--- config.mk ---
export PLATFORM = sky130hd
export DESIGN_NAME = tdm_demux4
export DESIGN_NICKNAME = d
export VERILOG_FILES = /design/src/rtl/tdm_demux4.sv
export SDC_FILE = /design/constraint.sdc
export NUM_CORES = 1
export LEC_CHECK = 0
export BUFFER_PORTS_ARGS = -buffer_cell sky130_fd_sc_hd__buf_4
export CAP_MARGIN = 5
export CORE_UTILIZATION = 51
export DETAILED_ROUTE_END_ITERATION = 12
export PLACE_DENSITY_LB_ADDON = 0.08
export SETUP_SLACK_MARGIN = 0.1
export SYNTH_ARGS = -nofsm -noshare
export SYNTH_HDL_FRONTEND = slang
export SYNTH_SLANG_ARGS = --single-unit
export TNS_END_PERCENT = 50
--- constraint.sdc ---
create_clock -name clk -period 3.55 [get_ports clk]
set_input_delay 0.355 -clock clk [delete_from_list [all_inputs] [get_ports clk]]
set_output_delay 0.355 -clock clk [all_outputs]
set_load 0.1 [all_outputs]
--- src/rtl/tdm_demux4.sv ---
// Receive-side TDM demultiplexer: reassembles 4-slot serial frames into a registered
// 4-bit word, tracks the slot position as {s0,s1} and flags frame-sync misalignment.
module tdm_demux4 #(
    parameter int unsigned CNT_W = 8
) (
    input  logic             clk,
    input  logic             rst_n,
    input  logic             en,
    input  logic             din,
    input  logic             sync,
    input  logic             err_clr,
    output logic [3:0]       out,
    output logic             valid,
    output logic             s0,
    output logic             s1,
    output logic             locked,
    output logic             err,
    output logic [CNT_W-1:0] frame_cnt
);

    localparam int unsigned SLOT_W = 2;
    localparam int unsigned SHD_W  = 3;
    localparam int unsigned OUT_W  = 4;

    typedef enum logic {
        HUNT   = 1'b0,
        LOCKED = 1'b1
    } state_t;

    state_t             state_q, state_d;
    logic [SLOT_W-1:0]  slot_q, slot_d;
    logic [SHD_W-1:0]   shadow_q, shadow_d;
    logic [OUT_W-1:0]   out_q, out_d;
    logic               valid_q, valid_d;
    logic               err_q, err_d;
    logic [CNT_W-1:0]   cnt_q, cnt_d;

    // State and datapath registers with synchronous active-low reset
    always_ff @(posedge clk) begin
        if (!rst_n) begin
            state_q  <= HUNT;
            slot_q   <= '0;
            shadow_q <= '0;
            out_q    <= '0;
            valid_q  <= 1'b0;
            err_q    <= 1'b0;
            cnt_q    <= '0;
        end else begin
            state_q  <= state_d;
            slot_q   <= slot_d;
            shadow_q <= shadow_d;
            out_q    <= out_d;
            valid_q  <= valid_d;
            err_q    <= err_d;
            cnt_q    <= cnt_d;
        end
    end

    // Next-state logic; a misalignment set on the same edge overrides err_clr
    always_comb begin
        state_d  = state_q;
        slot_d   = slot_q;
        shadow_d = shadow_q;
        out_d    = out_q;
        valid_d  = 1'b0;
        err_d    = err_q & ~err_clr;
        cnt_d    = cnt_q;

        if (en) begin
            case (state_q)
                HUNT: begin
                    if (sync) begin
                        shadow_d[0] = din;
                        slot_d      = SLOT_W'(1);
                        state_d     = LOCKED;
                    end
                end
                LOCKED: begin
                    if (sync && (slot_q != '0)) begin
                        // Drop the partial frame and restart at slot 1
                        err_d       = 1'b1;
                        shadow_d[0] = din;
                        slot_d      = SLOT_W'(1);
                    end else begin
                        case (slot_q)
                            2'd0: shadow_d[0] = din;
                            2'd1: shadow_d[1] = din;
                            2'd2: shadow_d[2] = din;
                            default: begin
                                out_d   = {din, shadow_q};
                                valid_d = 1'b1;
                                cnt_d   = cnt_q + CNT_W'(1);
                            end
                        endcase
                        slot_d = slot_q + SLOT_W'(1);
                    end
                end
                default: state_d = HUNT;
            endcase
        end
    end

    assign out       = out_q;
    assign valid     = valid_q;
    assign s0        = slot_q[1];
    assign s1        = slot_q[0];
    assign locked    = (state_q == LOCKED);
    assign err       = err_q;
    assign frame_cnt = cnt_q;

endmodule

==> results.ini, run 1 <==
[synthesis]
synth.most_common_cell=dfxtp_1
synthesis.nets=122
seq_area_frac_synth=0.4092
yosys-top-cells-count=dfxtp_1, a21oi_1, nand4_1
yosys_warnings=0
synth_area_um2=978.4
synth_top_area_frac=0.4092
synth.distinct_cells=27
synth-main-ff-cell=dfxtp_1
synthArstFlopShare=0
synth_seq_cells=20
synth_edf_count=0
syn_inst=111
syn_avg_cell_area_um2=8.815
synth_top_area_cell=dfxtp_1
synthTopCellsByArea=dfxtp_1, nand4_1, o31ai_1

[critical_path]
reg2reg_depth=4
crit_chain=ha_1, inv_2, or4_1, a21oi_1
worst-path-stages=4
slowest_stage=or4_1
critPathLaunchType=register
worst-path-buf-inv=1
crit_family=simple AND/OR/NAND/NOR gates
cp_max_fo=9
path_class=reg -> reg
slowest_delay_ps=510
end_kind=register
required_ps=3790
cp.arrival_ps=1910

[sta]
slew-limit-headroom=0.6433
fin_hold_ws_ps=324.1
fin_setup_tns_ps=0
drv_slew=0
finClkSkew_ps=9.869
final.min_clock_period_ps=1670
max_slew.worst_pin.slew_ps=533.7
period_share=0.4705
setup-violations-final=0
rsz0062_at_grt=false
finalHoldViolCount=0
fmax_mhz=598.8

[floorplan]
ios=23
die_area_um2=2098
die-width_um=45.80
fp-row-count=15
core_area_um2=1764
die_y_um=45.80
start_util=0.5546

[detailed_routing]
vias_per_cell=5.617
postRouteAntennaNets=0
vias=865
postRouteWirelength_mm=1.993
drt-wirelength-per-cell_um=12.94
dr.pass1.iters=4
drt_iter0_drc=21
drcViolationCount=0

[clock_network]
clk_path_buf_depth=2
cts_tree=built
cts_sinks=20
ctsHtreeMaxLevel=1
root_buffer=clkbuf_4
path_clk_slew_ps=120
clk_latency_ps=300
cts_hold_buffers=0
postCtsSetupBuffers=0
cts_buffers=3
post_cts_resized=0

[global_route]
grt_pass1_wl_mm=3.194
globalRouteOverflowTotal=0
grt_max_degree=19
antenna_found_initial=0
grt.total_usage=0.2092
grt_pass1_vias=703

[layout]
fill_cells=161
area_delta_synth_final_pct=21.36
num_antenna_cells=0
drive_gt1_frac=0.2248
nNetsFinal=141

[outcome]
status=finished, final reports clean

[place]
gp_congestion=0.7738
place_hpwl_mm=1.397
portBuffers=22

[worst_hold_path]
hp-class=in -> reg
hold_depth=3

[power_and_ir_drop]
power_mw=0.4655
p_leak_nw=0.4583
power_density_nw_per_um2=392.1
vdd_drop_max_uv=340.2

[job]
max-cap-violations=0

## cell usage in the layout (no fill, tap or decap), drive strengths merged, types with 2 or more instances in the layout
master,instances
dfxtp,20
nand4,11
nand2b,5
inv,6
ha,5
nand2,8
nor2b,2
clkbuf,3
nor4,5
or4,2
mux2i,5
a21oi,12
buf,22
nor2,3
o31ai,9
nand3,2
## power by group
group	internal (mW)	total, mW	switching, mW
sequential	0.227	0.230	0.00289
clock	0.114	0.185	0.0707
combinational	0.0136	0.0507	0.0371
## flip-flops by register name, indices dropped and copies added, names as in the netlist
signal / cells
shadow_q: 3
out: 4
locked: 1
frame_cnt: 8
err: 1
slot_q: 2
valid: 1
## worst register-to-register path, stage by stage, from the launching register on
cell and delay (ps):
dfxtp_1 430, ha_1 360, inv_2 140, or4_1 510, a21oi_1 160
## path summary, 6_finish.rpt
check | startpoint | end | slack (ps)
min reg2reg | out[3] | out[3] | 480
min | sync | locked | 320
max reg2reg | slot_q[1] | frame_cnt[0] | 1880
max | slot_q[1] | frame_cnt[0] | 1880
## kinds of logic after synthesis
family / Yosys count / synth area share
simple gates: 41 / 0.2417
compound gates: 26 / 0.1701
flops: 20 / 0.4092
buf+inv: 14 / 0.06394
mux: 5 / 0.05115
fa+ha+maj: 5 / 0.06394
## metal layers
layer | track usage | part of all wire
met5 | 0 | 0
met4 | 0.08824 | 0.012
met3 | 0.03571 | 0.044
met2 | 0.3057 | 0.45
met1 | 0.2998 | 0.49
## through the flow
step,cells,setup slack [ps],utilization,area (um^2)
floorplan,111,1318,-,978.4
global placement,150,1978,0.6433,1135
detailed placement,150,1926,0.6433,1135
CTS,154,1884,0.6731,1187
global route,154,1782,0.6731,1187
finish,154,1880,0.6731,1187
## layout make-up
type | instances | area [um^2] | area share
repair buffers | 22 | 165.2 | 0.1391
clock inverters | 1 | 30.03 | 0.02529
inverters | 6 | 22.52 | 0.01897
well taps | 25 | 31.28 | 0.02634
multi-input cells | 77 | 515.5 | 0.4341
flip-flops and latches | 20 | 400.4 | 0.3372
clock buffers | 3 | 22.52 | 0.01897
No activity file was read; power rests on OpenSTA's default activity.
==> inputs of run 2 (changes only) <==
- clock period: 3.55 -> 1.7 ns (I/O delays scaled with it)
==> results.ini, run 2 (same netlist as run 1, synthesis figures left out) <==
[outcome]
status=finished, final reports clean

[clock_network]
clk_path_buf_depth=2  ; unchanged
ctsHtreeMaxLevel=1  ; unchanged
cts_sinks=20  ; unchanged
cts_hold_buffers=0  ; unchanged
root_buffer=clkbuf_4
cts_buffers=3  ; unchanged
postCtsSetupBuffers=0  ; unchanged
path_clk_slew_ps=120  ; about the same
clk_latency_ps=310  ; about the same
cts_tree=built

[critical_path]
end_kind=register
cp.arrival_ps=1710  ; -200 ps
path_class=reg -> reg
cp_max_fo=18  ; +9
critPathLaunchType=register
required_ps=1940  ; -1850 ps

[layout]
nNetsFinal=142  ; +0.71%
final_cell_mix=buf_4, a21oi_1, nand4_1, dfxtp_1, o31ai_1
area_delta_synth_final_pct=26.85
multi_input_area_um2=540.5  ; +4.9%
num_antenna_cells=0  ; unchanged
fill_cells=151  ; -6.2%
drive_gt1_frac=0.3231  ; +0.09827
seqCellArea_um2=421.7  ; +5.3%
final_area_um2=1241  ; +4.5%
largest_register_ffs=8  ; unchanged
final_common_cell=buf_4
fin_util=0.7035  ; +0.03050

[power_and_ir_drop]
netSwitchingFraction=0.2470  ; +0.009229
p_int_mw=0.7414  ; +110%
p_switching_mw=0.2432  ; +120%
p_clk_frac=0.401  ; +0.004
vdd_drop_max_uv=598.6  ; +76%
p_seq_frac=0.485  ; -0.009
p_leak_nw=0.4669  ; +1.9%
combPwrFrac=0.115  ; +0.006
power_density_nw_per_um2=793.2  ; +100%

[floorplan]
ios=23  ; unchanged
die_area_um2=2098  ; unchanged
fp-row-count=15  ; unchanged
core_area_um2=1764  ; unchanged
die_y_um=45.80  ; unchanged
die-width_um=45.80  ; unchanged
start_util=0.5546  ; unchanged

[global_route]
antenna_found_initial=0  ; unchanged
grt_max_degree=19  ; unchanged
globalRouteOverflowTotal=0  ; unchanged
grt_pass1_vias=768  ; +9.2%
grt.total_usage=0.2298  ; +0.02061
grt_pass1_wl_mm=3.491  ; +9.3%

[sta]
fmax_mhz=679.9  ; +14%
final.min_clock_period_ps=1471  ; -199.3 ps
setup-violations-final=0  ; unchanged
period_share=0.8652  ; +0.3947
finClkSkew_ps=2.496  ; -7.373 ps
finalHoldViolCount=0  ; unchanged
rsz0062_at_grt=false
fin_ws_ps=229.2  ; -1651 ps
drv_slew=0  ; unchanged
slew-limit-headroom=0.6832  ; +0.03987
max_slew.worst_pin.slew_ps=474.7  ; -59.04 ps
fin_setup_tns_ps=0  ; unchanged

[detailed_routing]
drcViolationCount=0  ; unchanged
vias=862  ; -0.35%
vias_per_cell=5.561  ; -0.99%
drt-wirelength-per-cell_um=13.63  ; +5.3%
dr.pass1.iters=5  ; +1
postRouteAntennaNets=0  ; unchanged
postRouteWirelength_mm=2.112  ; +6.0%
drt_iter0_drc=23  ; +9.5%

[place]
place_area_um2=1179  ; +3.9%
gp_congestion=0.7750  ; +0.16%
place_hpwl_mm=1.468  ; +5.1%
portBuffers=22  ; unchanged
placement.setup.worst_slack_ps=217.1  ; -1709 ps

[worst_hold_path]
hp-class=in -> reg

[job]
max-cap-violations=0  ; unchanged

run 2: cell count changes in the layout (fill, tap and decap cells not counted), moves of 2 or more:
cell     before  now
dfxtp_4       0    4
ha_4          0    2
dfxtp_2       0    5
dfxtp_1      20   11
ha_1          5    3
run 2: worst max-delay path, stage by stage, from the launching register on:
cell and delay, ps:
dfxtp_4 380, inv_1 120, ha_4 170, nor2b_4 90, or4_1 500, a21oi_1 140
run 2: area by class of cell:
class | count | share of cell area
clock buffer | 3 | 0.01815
tap | 25 | 0.02520
timing repair buffer | 23 | 0.1391
multi-input combinational | 77 | 0.4355
sequential | 20 | 0.3397
clock inverter | 1 | 0.02419
inverter | 6 | 0.01815
run 2: final timing paths:
path,slack (ps),startpoint,to,cells past startpoint
worst min register to register,480,frame_cnt[7],frame_cnt[7],2
worst max-delay path,230,slot_q[1],frame_cnt[4],5
worst min-delay path,120,en,locked,3
worst max register to register,230,slot_q[1],frame_cnt[4],5
run 2: timing repair:
action,CTS,global route
hold endpoints to repair,0,0
setup endpoints to repair,0,1
resized for setup,0,1
run 2: through the flow:
step / hold slack (ps) / total power, mW / std cells
floorplan: 310.5 / 0.5711 / 111
global placement: 439.1 / 0.5943 / 151
detailed placement: 455.6 / 0.5965 / 151
CTS: 113.0 / 0.9891 / 155
global route: 123.6 / 1.026 / 155
finish: 119.2 / 0.9846 / 155
run 2: power by group through the flow:
stage | combinational [mW] | sequential, mW | clock [mW]
after floorplan | 0.0537 | 0.517 | 0
after global placement | 0.107 | 0.487 | 0
after detailed placement | 0.109 | 0.488 | 0
after CTS | 0.109 | 0.477 | 0.403
after global routing | 0.120 | 0.478 | 0.427
final | 0.113 | 0.477 | 0.395
run 2: metal layers:
layer | track usage | share of wire
met5 | 0 | 0
met4 | 0.08824 | 0.0099
met3 | 0.03571 | 0.041
met2 | 0.3457 | 0.47
met1 | 0.3269 | 0.48
==> inputs of run 3 (changes only) <==
- PLACE_DENSITY: not set -> 0.76
- PLACE_DENSITY_LB_ADDON: 0.08 -> not set
- REMOVE_ABC_BUFFERS: not set -> 1
==> results.ini, run 3 (same netlist as run 1, synthesis figures left out) <==
[outcome]
status=finished, final reports clean

[critical_path]
cp_max_fo=4  ; -14
crit_chain=inv_2, ha_4, nor2b_4, buf_4, or4_1, a21oi_1
cp.arrival_ps=1770  ; +60 ps
slowest_stage=or4_1
path_class=reg -> reg
critPathLaunchType=register
end_kind=register
slowest_delay_ps=490  ; about the same
required_ps=1950  ; about the same

[place]
portBuffers=22  ; unchanged
place_hpwl_mm=1.503  ; +2.4%
gp_congestion=0.7951  ; +2.6%

[clock_network]
root_buffer=clkbuf_4
clk_latency_ps=310  ; about the same
cts_sinks=20  ; unchanged
cts_tree=built
path_clk_slew_ps=120  ; about the same
clk_path_buf_depth=2  ; unchanged
cts_hold_buffers=0  ; unchanged
cts_buffers=3  ; unchanged
ctsHtreeMaxLevel=1  ; unchanged

[global_route]
grt_util_met3=0.03571  ; unchanged
grt_max_degree=19  ; unchanged
grt_pass1_vias=767  ; -0.13%
busiest_layer=met2
grt.total_usage=0.2120  ; -0.01777
globalRouteOverflowTotal=0  ; unchanged
antenna_found_initial=0  ; unchanged
grtUsageMet2=0.3314  ; -0.01429
grtUsageMet1=0.2756  ; -0.05131
grt_pass1_wl_mm=3.167  ; -9.3%

[sta]
slew-limit-headroom=0.7111  ; +0.02790
fin_hold_ws_ps=120.4  ; +1.196 ps
fmax_mhz=657.9  ; -3.2%
drv_slew=0  ; unchanged
rsz0062_at_grt=false
final.min_clock_period_ps=1520  ; +49.19 ps
finalHoldViolCount=0  ; unchanged
period_share=0.8941  ; +0.02894
max_slew.worst_pin.slew_ps=432.9  ; -41.80 ps
setup-violations-final=0  ; unchanged
finClkSkew_ps=2.366  ; -0.1303 ps
fin_setup_tns_ps=0  ; unchanged

[detailed_routing]
drcViolationCount=0  ; unchanged
drt-wirelength-per-cell_um=13.77  ; +1.1%
vias_per_cell=5.796  ; +4.2%
drt_iter0_drc=18  ; -22%
postRouteAntennaNets=0  ; unchanged
dr.pass1.iters=4  ; -1
vias=910  ; +5.6%
postRouteWirelength_mm=2.162  ; +2.4%

[layout]
fill_cells=154  ; +2.0%
num_antenna_cells=0  ; unchanged
largest_register_ffs=8  ; unchanged
seqCellArea_um2=402.9  ; -4.5%
final_cell_mix=buf_4, dfxtp_1, a21oi_1
drive_gt1_frac=0.3106  ; -0.01247
multi_input_area_um2=559.3  ; +3.5%
fin_util=0.7099  ; +0.006383
final_common_cell=buf_4
nNetsFinal=144  ; +1.4%
area_delta_synth_final_pct=28.01

[power_and_ir_drop]
power_mw=0.8896  ; -9.6%
vdd_drop_max_uv=565.0  ; -5.6%
power_density_nw_per_um2=710.3  ; -10%
p_leak_nw=0.4696  ; +0.59%

[floorplan]
die_y_um=45.80  ; unchanged
start_util=0.5546  ; unchanged
ios=23  ; unchanged
die-width_um=45.80  ; unchanged
fp-row-count=15  ; unchanged
core_area_um2=1764  ; unchanged
die_area_um2=2098  ; unchanged

[worst_hold_path]
hp-class=in -> reg

[job]
max-cap-violations=0  ; unchanged

run 3: changes by cell type in the layout (fill, tap and decap cells not counted), sizes merged:
| cell | change |
|---|---|
| buf | +2 |
| clkbuf | +1 |
| bufinv | -1 |
run 3: critical path: cells and delay by family (launching register included):
kind | cells | cell delay (ps)
and+or+nand+nor | 2 | 540
DFF | 1 | 370
buffers and inverters | 2 | 230
adders and majority gates | 1 | 160
AOI/OAI and AO/OA | 1 | 150
run 3: per-layer routing:
| layer | vias up | wire, um | part of all wire |
|---|---|---|---|
| li1 | 451 | - | - |
| met1 | 427 | 1017 | 0.47 |
| met3 | 5 | 71 | 0.033 |
| met4 | 0 | 37 | 0.017 |
| met2 | 27 | 1036 | 0.48 |
| met5 | - | 0 | 0 |
run 3: layout make-up:
class | count | share of cell area
tap | 25 | 0.02498
timing repair buffer | 25 | 0.1598
multi-input combinational | 77 | 0.4466
clock buffer | 4 | 0.02897
inverter | 6 | 0.01798
sequential | 20 | 0.3217
run 3: timing repair:
item	4_1_cts	5_1_grt
buffers inserted	0	2
pin swaps	0	1
gates resized for setup	1	10
endpoints found under the hold margin	0	0
endpoints found under the setup margin	6	11
run 3: worst paths after layout:
kind,from,to,slack [ps],depth (start not counted)
max,slot_q[0],frame_cnt[4],180,6
min,sync,locked,120,3
max reg2reg,slot_q[0],frame_cnt[4],180,6
min reg2reg,frame_cnt[7],frame_cnt[7],480,2
run 3: per-stage QoR:
stage,instances,setup slack (ps),area [um^2]
2_1_floorplan,103,-538.3,938.4
3_3_place_gp,151,138.4,1142
3_5_place_dp,151,78.38,1142
4_1_cts,155,106.7,1181
5_1_grt,157,116.7,1252
6_report,157,180.0,1252
run 3: report_power, final:
group          switching (mW)  internal, mW
Clock                   0.155         0.131
Combinational          0.0827        0.0397
Sequential            0.00696         0.475
Total                   0.244         0.645
